**src/rtl/vga_fb_pkg.sv**
```systemverilog
`default_nettype none
// ============================================================================
// Module   : vga_fb_pkg
// Purpose  : Shared defaults and encodings for the VGA framebuffer arbiter.
// Revision : 1.0
// ============================================================================
package vga_fb_pkg;

    localparam int ADDR_W_DEF     = 19;
    localparam int DATA_W_DEF     = 12;
    localparam int H_ACT_DEF      = 640;
    localparam int V_ACT_DEF      = 480;
    localparam int FIFO_DEPTH_DEF = 8;
    localparam int LOW_WM_DEF     = 3;

    typedef enum logic {
        FETCH = 1'b0,
        DONE  = 1'b1
    } fetch_state_t;

    typedef enum logic [1:0] {
        IDLE = 2'd0,
        RD   = 2'd1,
        WR   = 2'd2
    } grant_t;

endpackage
`default_nettype wire

```
**src/rtl/vga_pix_fifo.sv**
```systemverilog
`default_nettype none
// ============================================================================
// Module   : vga_pix_fifo
// Purpose  : First-word-fall-through pixel FIFO with flush; head reads 0 when
//            empty.
// Revision : 1.0
// ============================================================================
module vga_pix_fifo
    import vga_fb_pkg::*;
#(
    parameter int DEPTH  = FIFO_DEPTH_DEF,
    parameter int DATA_W = DATA_W_DEF
) (
    input  logic                         clk25M,
    input  logic                         reset_n,
    input  logic                         flush,
    input  logic                         push,
    input  logic [DATA_W-1:0]            push_data,
    input  logic                         pop,
    output logic [DATA_W-1:0]            head,
    output logic [$clog2(DEPTH):0]       count,
    output logic                         empty
);

    localparam int c_PTR_W = $clog2(DEPTH);
    localparam int c_CNT_W = c_PTR_W + 1;

    logic [DATA_W-1:0]  r_mem [DEPTH];
    logic [c_PTR_W-1:0] r_wr_ptr;
    logic [c_PTR_W-1:0] r_rd_ptr;
    logic [c_CNT_W-1:0] r_count;
    logic               w_push;
    logic               w_pop;

    // A flush discards everything, including a word arriving the same cycle.
    assign w_push = push & ~flush;
    assign w_pop  = pop & ~flush & (r_count != '0);

    always_ff @(posedge clk25M or negedge reset_n) begin
        if (!reset_n) begin
            r_wr_ptr <= '0;
            r_rd_ptr <= '0;
            r_count  <= '0;
        end else if (flush) begin
            r_wr_ptr <= '0;
            r_rd_ptr <= '0;
            r_count  <= '0;
        end else begin
            if (w_push) r_wr_ptr <= r_wr_ptr + c_PTR_W'(1);
            if (w_pop)  r_rd_ptr <= r_rd_ptr + c_PTR_W'(1);
            case ({w_push, w_pop})
                2'b10:   r_count <= r_count + c_CNT_W'(1);
                2'b01:   r_count <= r_count - c_CNT_W'(1);
                default: r_count <= r_count;
            endcase
        end
    end

    always_ff @(posedge clk25M) begin
        if (w_push) r_mem[r_wr_ptr] <= push_data;
    end

    assign empty = (r_count == '0);
    assign count = r_count;
    assign head  = empty ? '0 : r_mem[r_rd_ptr];

endmodule
`default_nettype wire

```
**src/rtl/vga_fb_arbiter.sv**
```systemverilog
`default_nettype none
// ============================================================================
// Module   : vga_fb_arbiter
// Purpose  : Shares a single-port framebuffer between display prefetch and a
//            host writer; the display only wins when its FIFO runs low.
// Revision : 1.0
// ============================================================================
module vga_fb_arbiter
    import vga_fb_pkg::*;
#(
    parameter int ADDR_W     = ADDR_W_DEF,
    parameter int DATA_W     = DATA_W_DEF,
    parameter int H_ACT      = H_ACT_DEF,
    parameter int V_ACT      = V_ACT_DEF,
    parameter int FIFO_DEPTH = FIFO_DEPTH_DEF,
    parameter int LOW_WM     = LOW_WM_DEF
) (
    input  logic              clk25M,
    input  logic              reset_n,
    input  logic              frame_start,
    input  logic              pix_rd,
    output logic [DATA_W-1:0] pix_data,
    output logic              underflow,
    input  logic              underflow_clr,
    input  logic              wr_req,
    input  logic [ADDR_W-1:0] wr_addr,
    input  logic [DATA_W-1:0] wr_data,
    output logic              wr_ack,
    output logic [ADDR_W-1:0] mem_addr,
    output logic              mem_rd,
    output logic              mem_wr,
    output logic [DATA_W-1:0] mem_wdata,
    input  logic [DATA_W-1:0] mem_rdata
);

    localparam int                  c_CNT_W     = $clog2(FIFO_DEPTH) + 1;
    localparam longint              c_PIXELS    = longint'(H_ACT) * longint'(V_ACT);
    localparam logic [ADDR_W-1:0]   c_LAST_ADDR = ADDR_W'(c_PIXELS - 1);
    localparam logic [c_CNT_W-1:0]  c_LOW_WM    = c_CNT_W'(LOW_WM);
    localparam logic [c_CNT_W-1:0]  c_DEPTH     = c_CNT_W'(FIFO_DEPTH);

    generate
        if (c_PIXELS > (longint'(1) << ADDR_W)) begin : g_bad_addr_w
            $error("vga_fb_arbiter: H_ACT*V_ACT does not fit in ADDR_W bits");
        end
        if (FIFO_DEPTH < 2 || (FIFO_DEPTH & (FIFO_DEPTH - 1)) != 0) begin : g_bad_depth
            $error("vga_fb_arbiter: FIFO_DEPTH must be a power of two >= 2");
        end
        if (LOW_WM < 1 || LOW_WM > FIFO_DEPTH) begin : g_bad_wm
            $error("vga_fb_arbiter: LOW_WM must lie in 1..FIFO_DEPTH");
        end
    endgenerate

    fetch_state_t        r_state;
    fetch_state_t        w_state_nxt;
    logic [ADDR_W-1:0]   r_fetch_addr;
    logic [ADDR_W-1:0]   w_fetch_addr_nxt;
    logic                r_rd_inflight;
    logic                r_underflow;
    grant_t              w_grant;
    logic [c_CNT_W-1:0]  w_level;
    logic [c_CNT_W-1:0]  w_fifo_count;
    logic                w_fifo_empty;
    logic                w_uf_set;

    // The in-flight read already owns a FIFO slot, so it counts toward level.
    assign w_level = w_fifo_count + c_CNT_W'(r_rd_inflight);

    // Bus stays quiet during reset and on the flush cycle, whatever wr_req says.
    always_comb begin
        w_grant = IDLE;
        if (reset_n && !frame_start) begin
            if (r_state == FETCH && w_level < c_LOW_WM) begin
                w_grant = RD;
            end else if (wr_req) begin
                w_grant = WR;
            end else if (r_state == FETCH && w_level < c_DEPTH) begin
                w_grant = RD;
            end
        end
    end

    always_comb begin
        w_state_nxt      = r_state;
        w_fetch_addr_nxt = r_fetch_addr;
        if (frame_start) begin
            w_state_nxt      = FETCH;
            w_fetch_addr_nxt = '0;
        end else if (w_grant == RD) begin
            w_fetch_addr_nxt = r_fetch_addr + ADDR_W'(1);
            if (r_fetch_addr == c_LAST_ADDR) w_state_nxt = DONE;
        end
    end

    assign w_uf_set = pix_rd & ~frame_start & w_fifo_empty;

    always_ff @(posedge clk25M or negedge reset_n) begin
        if (!reset_n) begin
            r_state       <= DONE;
            r_fetch_addr  <= '0;
            r_rd_inflight <= 1'b0;
            r_underflow   <= 1'b0;
        end else begin
            r_state       <= w_state_nxt;
            r_fetch_addr  <= w_fetch_addr_nxt;
            r_rd_inflight <= (w_grant == RD);
            r_underflow   <= w_uf_set | (r_underflow & ~underflow_clr);
        end
    end

    assign mem_rd    = (w_grant == RD);
    assign mem_wr    = (w_grant == WR);
    assign wr_ack    = mem_wr;
    assign mem_addr  = mem_wr ? wr_addr : (mem_rd ? r_fetch_addr : '0);
    assign mem_wdata = mem_wr ? wr_data : '0;
    assign underflow = r_underflow;

    vga_pix_fifo #(
        .DEPTH  (FIFO_DEPTH),
        .DATA_W (DATA_W)
    ) u_fifo (
        .clk25M    (clk25M),
        .reset_n   (reset_n),
        .flush     (frame_start),
        .push      (r_rd_inflight),
        .push_data (mem_rdata),
        .pop       (pix_rd & ~frame_start),
        .head      (pix_data),
        .count     (w_fifo_count),
        .empty     (w_fifo_empty)
    );

endmodule
`default_nettype wire

```
**config.mk**
```make
export PLATFORM = sky130hd
export DESIGN_NAME = vga_fb_arbiter
export DESIGN_NICKNAME = d
export VERILOG_FILES = /design/src/rtl/vga_fb_pkg.sv /design/src/rtl/vga_pix_fifo.sv /design/src/rtl/vga_fb_arbiter.sv
export SDC_FILE = /design/constraint.sdc
export NUM_CORES = 1
export LEC_CHECK = 0
export ABC_AREA = 1
export BUFFER_PORTS_ARGS = -buffer_cell sky130_fd_sc_hd__buf_2
export CAP_MARGIN = 20
export CORE_UTILIZATION = 53
export CTS_BUF_LIST = sky130_fd_sc_hd__clkbuf_4
export CTS_CLUSTER_SIZE = 8
export DETAILED_ROUTE_END_ITERATION = 16
export HOLD_SLACK_MARGIN = 0.08
export PLACE_DENSITY = 0.78
export SLEW_MARGIN = 20
export SYNTH_ARGS = -nofsm -noshare
export SYNTH_HDL_FRONTEND = slang
export SYNTH_SLANG_ARGS = --single-unit
export TNS_END_PERCENT = 30
```
**constraint.sdc**
```tcl
create_clock -name clk25M -period 1.9 [get_ports clk25M]
set_input_delay 0.19 -clock clk25M [delete_from_list [all_inputs] [get_ports clk25M]]
set_output_delay 0.19 -clock clk25M [all_outputs]
set_load 0.01 [all_outputs]
```
==> impl_metrics.py <==
metrics = {
    "outcome": {
        "outcome": "finished with violations",
        "failed_checks": "setup timing",
    },
    "detailed_routing": {
        "remaining_drc_errors": 0,
        "detail_route.wirelength_mm": 15.10,
        "routed_vias": 5182,
        "number_of_design_rule_violations_left_by_the_first_detailed_router_iteration": 444,
        "antenna_left": 0,
        "vias_cell": 5.507,
        "route.detailed.wl_per_inst_um": 16.04,
        "drt-pass1-iter-count": 5,
    },
    "timing": {
        "timing.hold.ws_ns": 0.1123,
        "max_freq_mhz": 409.5,
        "grt_setup_unrepaired": "yes",
        "final-hold-violation-count": 0,
        "fin_skew_ns": 0.02334,
        "final.min_clock_period_ns": 2.442,
        "setup_slack_ns": -0.5420,
        "relative_max_transition_margin_pct": 68.06,
        "setup_violations": 48,
        "period_share_pct": 128.5,
        "worst-slew-pin-transition_ns": 0.4786,
        "report.final.slew_viol_count": 0,
    },
    "placement": {
        "pre_cts_ws_ns": -0.05392,
        "post_dp_cell_area_um2": 6967,
        "place.detailed.hpwl_mm": 9.436,
        "place_inst": 888,
        "finalWeightedCongestion": 0.8773,
        "placement.io_buffers": 95,
    },
    "synthesis": {
        "synth_area_leader_cell": "sky130_fd_sc_hd__edfxtp_1",
        "synth-main-ff-cell": "sky130_fd_sc_hd__edfxtp_1",
        "synth_area_per_cell_um2": 9.529,
        "synth_sequential_area_ratio_pct": 59.96,
        "synth_largest_type_area_fraction_pct": 46.91,
        "yosys-top-cells-area": "sky130_fd_sc_hd__edfxtp_1 (47%), sky130_fd_sc_hd__dfrtp_1 (13%), sky130_fd_sc_hd__nand2_1 (9.0%), sky130_fd_sc_hd__nor2_1 (7.6%), sky130_fd_sc_hd__o21ai_0 (5.5%)",
        "register_bit_total_from_synthesis": 128,
        "post_synth_inst_count": 645,
        "synth_enable_flop_cells": 96,
        "synth-async-reset-ratio_pct": 25.00,
        "post_synthesis_instance_area_um2": 6146,
        "synth_nets": 702,
        "number_of_distinct_library_cells_after_synthesis": 35,
        "synth.yosys.warnings": 0,
    },
    "die": {
        "io_pins": 96,
        "die_span_y_um": 109.7,
        "initial_utilization_pct": 55.48,
        "die_area_um2": 12030,
        "coreArea_um2": 11080,
        "floorplan.die.width_um": 109.7,
        "fp-row-count": 38,
    },
    "clock_network": {
        "cts_inserted_buffers": 17,
        "clock_path_buffers": 2,
        "cts.reportedPaths.clkPinSlew_ns": 0.13,
        "clk_latency_worst_skew_pair_ns": 0.53,
        "cts.root.buffer_cell": "sky130_fd_sc_hd__clkbuf_4",
        "cts-htree-levels": 4,
        "cts_tree": "done",
        "clock_sink_count": 128,
    },
    "power": {
        "leakage_nw": 3.349,
        "vdd_ir_drop_max_uv": 450.4,
        "total_power_draw_mw": 5.828,
        "pwr_density_cell_nw_per_um2": 755.6,
    },
    "critical_path": {
        "signal_arrival_time_at_the_worst_endpoint_ns": 2.25,
        "crit_buf_inv": 3,
        "crit_path_frequent_cell": "sky130_fd_sc_hd__nand2_2",
        "startpoint_type": "flop",
        "timing.critical_path.cells": "ha_4 -> ha_4 -> nand2_2 -> nand3_2 -> nand2_2 -> nand2_4 -> nor2_8 -> buf_12 -> buf_12 -> nand2_2 -> nand2_1 -> buf_2",
        "worst_path_largest_cell_delay_ns": 0.44,
        "critPathRequiredTime_ns": 1.71,
        "critical_path.endpoint_type": "output port",
        "worst_path_max_delay_cell": "sky130_fd_sc_hd__dfrtp_1",
        "critical_path_class": "flop to output port",
        "timing.critical_path.fanout_max": 6,
        "critical_path.top_delay_family": "simple AND/OR/NAND/NOR gates",
    },
    "global_routing": {
        "grt_overflow": 0,
        "grt_util_all_layers_pct": 26.27,
        "grt_pass1_wl_mm": 23.54,
        "number_of_global_route_vias_before_repair": 4996,
        "grt_max_degree": 51,
        "grt_antenna_before_repair": 0,
    },
    "cells_and_area": {
        "fin_cells": 941,
        "layout.cell_area.non_filler_um2": 7712,
        "fillerInstances": 760,
        "areaGrowthSynthToFinish_pct": 25.49,
        "finish.net_count": 846,
        "antennaDiodeCount": 0,
        "final_layout_size_suffix_gt1_share_pct": 25.59,
    },
    "worst_hold_path": {
        "min-delay-path-class": "input pin to flop",
    },
    "job": {
        "max-cap-violations": 0,
    },
}
==> per-stage QoR <==
stage               utilization, %  setup TNS [ns]
finish                       69.62          -18.77
global route                 69.62          -25.26
CTS                          68.44          -21.80
detailed placement           62.89         -0.4439
global placement             62.89               0
floorplan                        -               0
==> power breakdown <==
| group | switching (mW) | leakage [nW] | internal, mW |
|---|---|---|---|
| Sequential | 0.0249 | 1.30 | 3.04 |
| Clock | 1.04 | 0.151 | 0.903 |
| Combinational | 0.481 | 1.90 | 0.340 |
| Total | 1.54 | 3.35 | 4.28 |
==> worst reg2reg max path: stages (launching register included) <==
cell                      delay, ns
sky130_fd_sc_hd__dfrtp_1       0.43
sky130_fd_sc_hd__buf_4         0.17
sky130_fd_sc_hd__nor2_1        0.09
sky130_fd_sc_hd__nand3_1       0.10
sky130_fd_sc_hd__nand3_1       0.12
sky130_fd_sc_hd__inv_1         0.09
sky130_fd_sc_hd__ha_1          0.28
sky130_fd_sc_hd__a21o_1        0.19
sky130_fd_sc_hd__a21oi_2       0.15
sky130_fd_sc_hd__nand3_1       0.09
sky130_fd_sc_hd__nand3_1       0.08
sky130_fd_sc_hd__nand2_1       0.05
==> state kept, by name (all words and copies together), names as in the netlist <==
| name | count |
|---|---|
| u_fifo.r_wr_ptr | 3 |
| u_fifo.r_mem | 96 |
| r_fetch_addr | 19 |
| u_fifo.r_rd_ptr | 3 |
| r_state | 1 |
| underflow | 1 |
| u_fifo.count | 4 |
| r_rd_inflight | 1 |
==> repair_timing <==
action                                  in CTS  in global routing
endpoints found under the hold margin      129                  0
pin swaps                                   13                 20
setup buffers                                4                  3
hold buffers                                15                  0
endpoints found under the setup margin      51                 62
resized for setup                           26                 41
cloned                                       2                  0
==> cell usage in the layout, fill, tap and decap left out, types with 2 or more instances in the layout <==
master,instances
sky130_fd_sc_hd__a21oi_1,4
sky130_fd_sc_hd__a21oi_2,2
sky130_fd_sc_hd__and2_1,3
sky130_fd_sc_hd__buf_12,7
sky130_fd_sc_hd__buf_2,90
sky130_fd_sc_hd__buf_4,25
sky130_fd_sc_hd__buf_6,14
sky130_fd_sc_hd__bufinv_16,3
sky130_fd_sc_hd__clkbuf_4,17
sky130_fd_sc_hd__clkinv_1,3
sky130_fd_sc_hd__clkinv_4,3
sky130_fd_sc_hd__clkinvlp_4,2
sky130_fd_sc_hd__dfrtp_1,31
sky130_fd_sc_hd__dlygate4sd3_1,15
sky130_fd_sc_hd__edfxtp_1,96
sky130_fd_sc_hd__ha_1,5
sky130_fd_sc_hd__ha_4,2
sky130_fd_sc_hd__inv_1,39
sky130_fd_sc_hd__inv_2,2
sky130_fd_sc_hd__inv_6,3
sky130_fd_sc_hd__mux2i_1,12
sky130_fd_sc_hd__nand2_1,130
sky130_fd_sc_hd__nand2_2,15
sky130_fd_sc_hd__nand2_4,4
sky130_fd_sc_hd__nand3_1,29
sky130_fd_sc_hd__nand4_1,7
sky130_fd_sc_hd__nor2_1,123
sky130_fd_sc_hd__nor3_2,2
sky130_fd_sc_hd__o21ai_0,52
sky130_fd_sc_hd__o21ai_1,19
sky130_fd_sc_hd__o21ai_2,4
sky130_fd_sc_hd__o22ai_1,14
sky130_fd_sc_hd__xnor2_1,3
sky130_fd_sc_hd__xor2_1,7
==> per-layer routing <==
metal	track usage (%)	routed length (um)	vias up
met5	0	0	-
met4	10.00	293	0
met3	6.046	1124	30
met2	43.80	7612	235
met1	33.47	6067	2456
li1	-	-	2461
==> synthesized netlist by cell type (4+ instances only) <==
master	instances
sky130_fd_sc_hd__a21oi_1	5
sky130_fd_sc_hd__buf_2	9
sky130_fd_sc_hd__buf_4	4
sky130_fd_sc_hd__clkbuf_1	12
sky130_fd_sc_hd__dfrtp_1	31
sky130_fd_sc_hd__edfxtp_1	96
sky130_fd_sc_hd__ha_1	7
sky130_fd_sc_hd__inv_1	40
sky130_fd_sc_hd__mux2i_1	12
sky130_fd_sc_hd__nand2_1	147
sky130_fd_sc_hd__nand3_1	29
sky130_fd_sc_hd__nand4_1	7
sky130_fd_sc_hd__nor2_1	124
sky130_fd_sc_hd__o21ai_0	68
sky130_fd_sc_hd__o21ai_1	7
sky130_fd_sc_hd__o22ai_1	14
sky130_fd_sc_hd__xor2_1	7
==> final timing paths <==
check                                 from                to  slack (ns)  cells after the start
min in group asynchronous          reset_n   r_fetch_addr[1]        0.25                      3
min                            frame_start  r_fetch_addr[10]        0.11                      5
max in group asynchronous          reset_n   r_fetch_addr[4]        1.30                      3
max reg2reg                u_fifo.count[0]   u_fifo.count[3]       -0.03                     11
max                          r_rd_inflight      mem_addr[12]       -0.54                     12
min reg2reg                        r_state           r_state        0.49                      2
==> cells by family (layout without fill, tap and decap cells) <==
kind of cell	count (synthesis)	in the layout	synth area share [%]
simple gates	319	319	21.48
fa+ha+maj	8	8	1.751
xor+xnor	10	10	1.425
mux	12	12	1.954
compound gates	98	98	8.489
buf+inv	70	226	4.947
flops	128	128	59.96
==> area by class of cell <==
type / count / area, um^2 / area share [%]
Clock inverter: 14 / 165.2 / 2.141
Clock buffer: 17 / 127.6 / 1.655
Tap cell: 140 / 175.2 / 2.271
Timing Repair Buffer: 152 / 1114 / 14.44
Inverter: 43 / 168.9 / 2.190
Multi-Input combinational cell: 447 / 2277 / 29.53
Sequential cell: 128 / 3685 / 47.78
(Power assumes the default switching activity.)
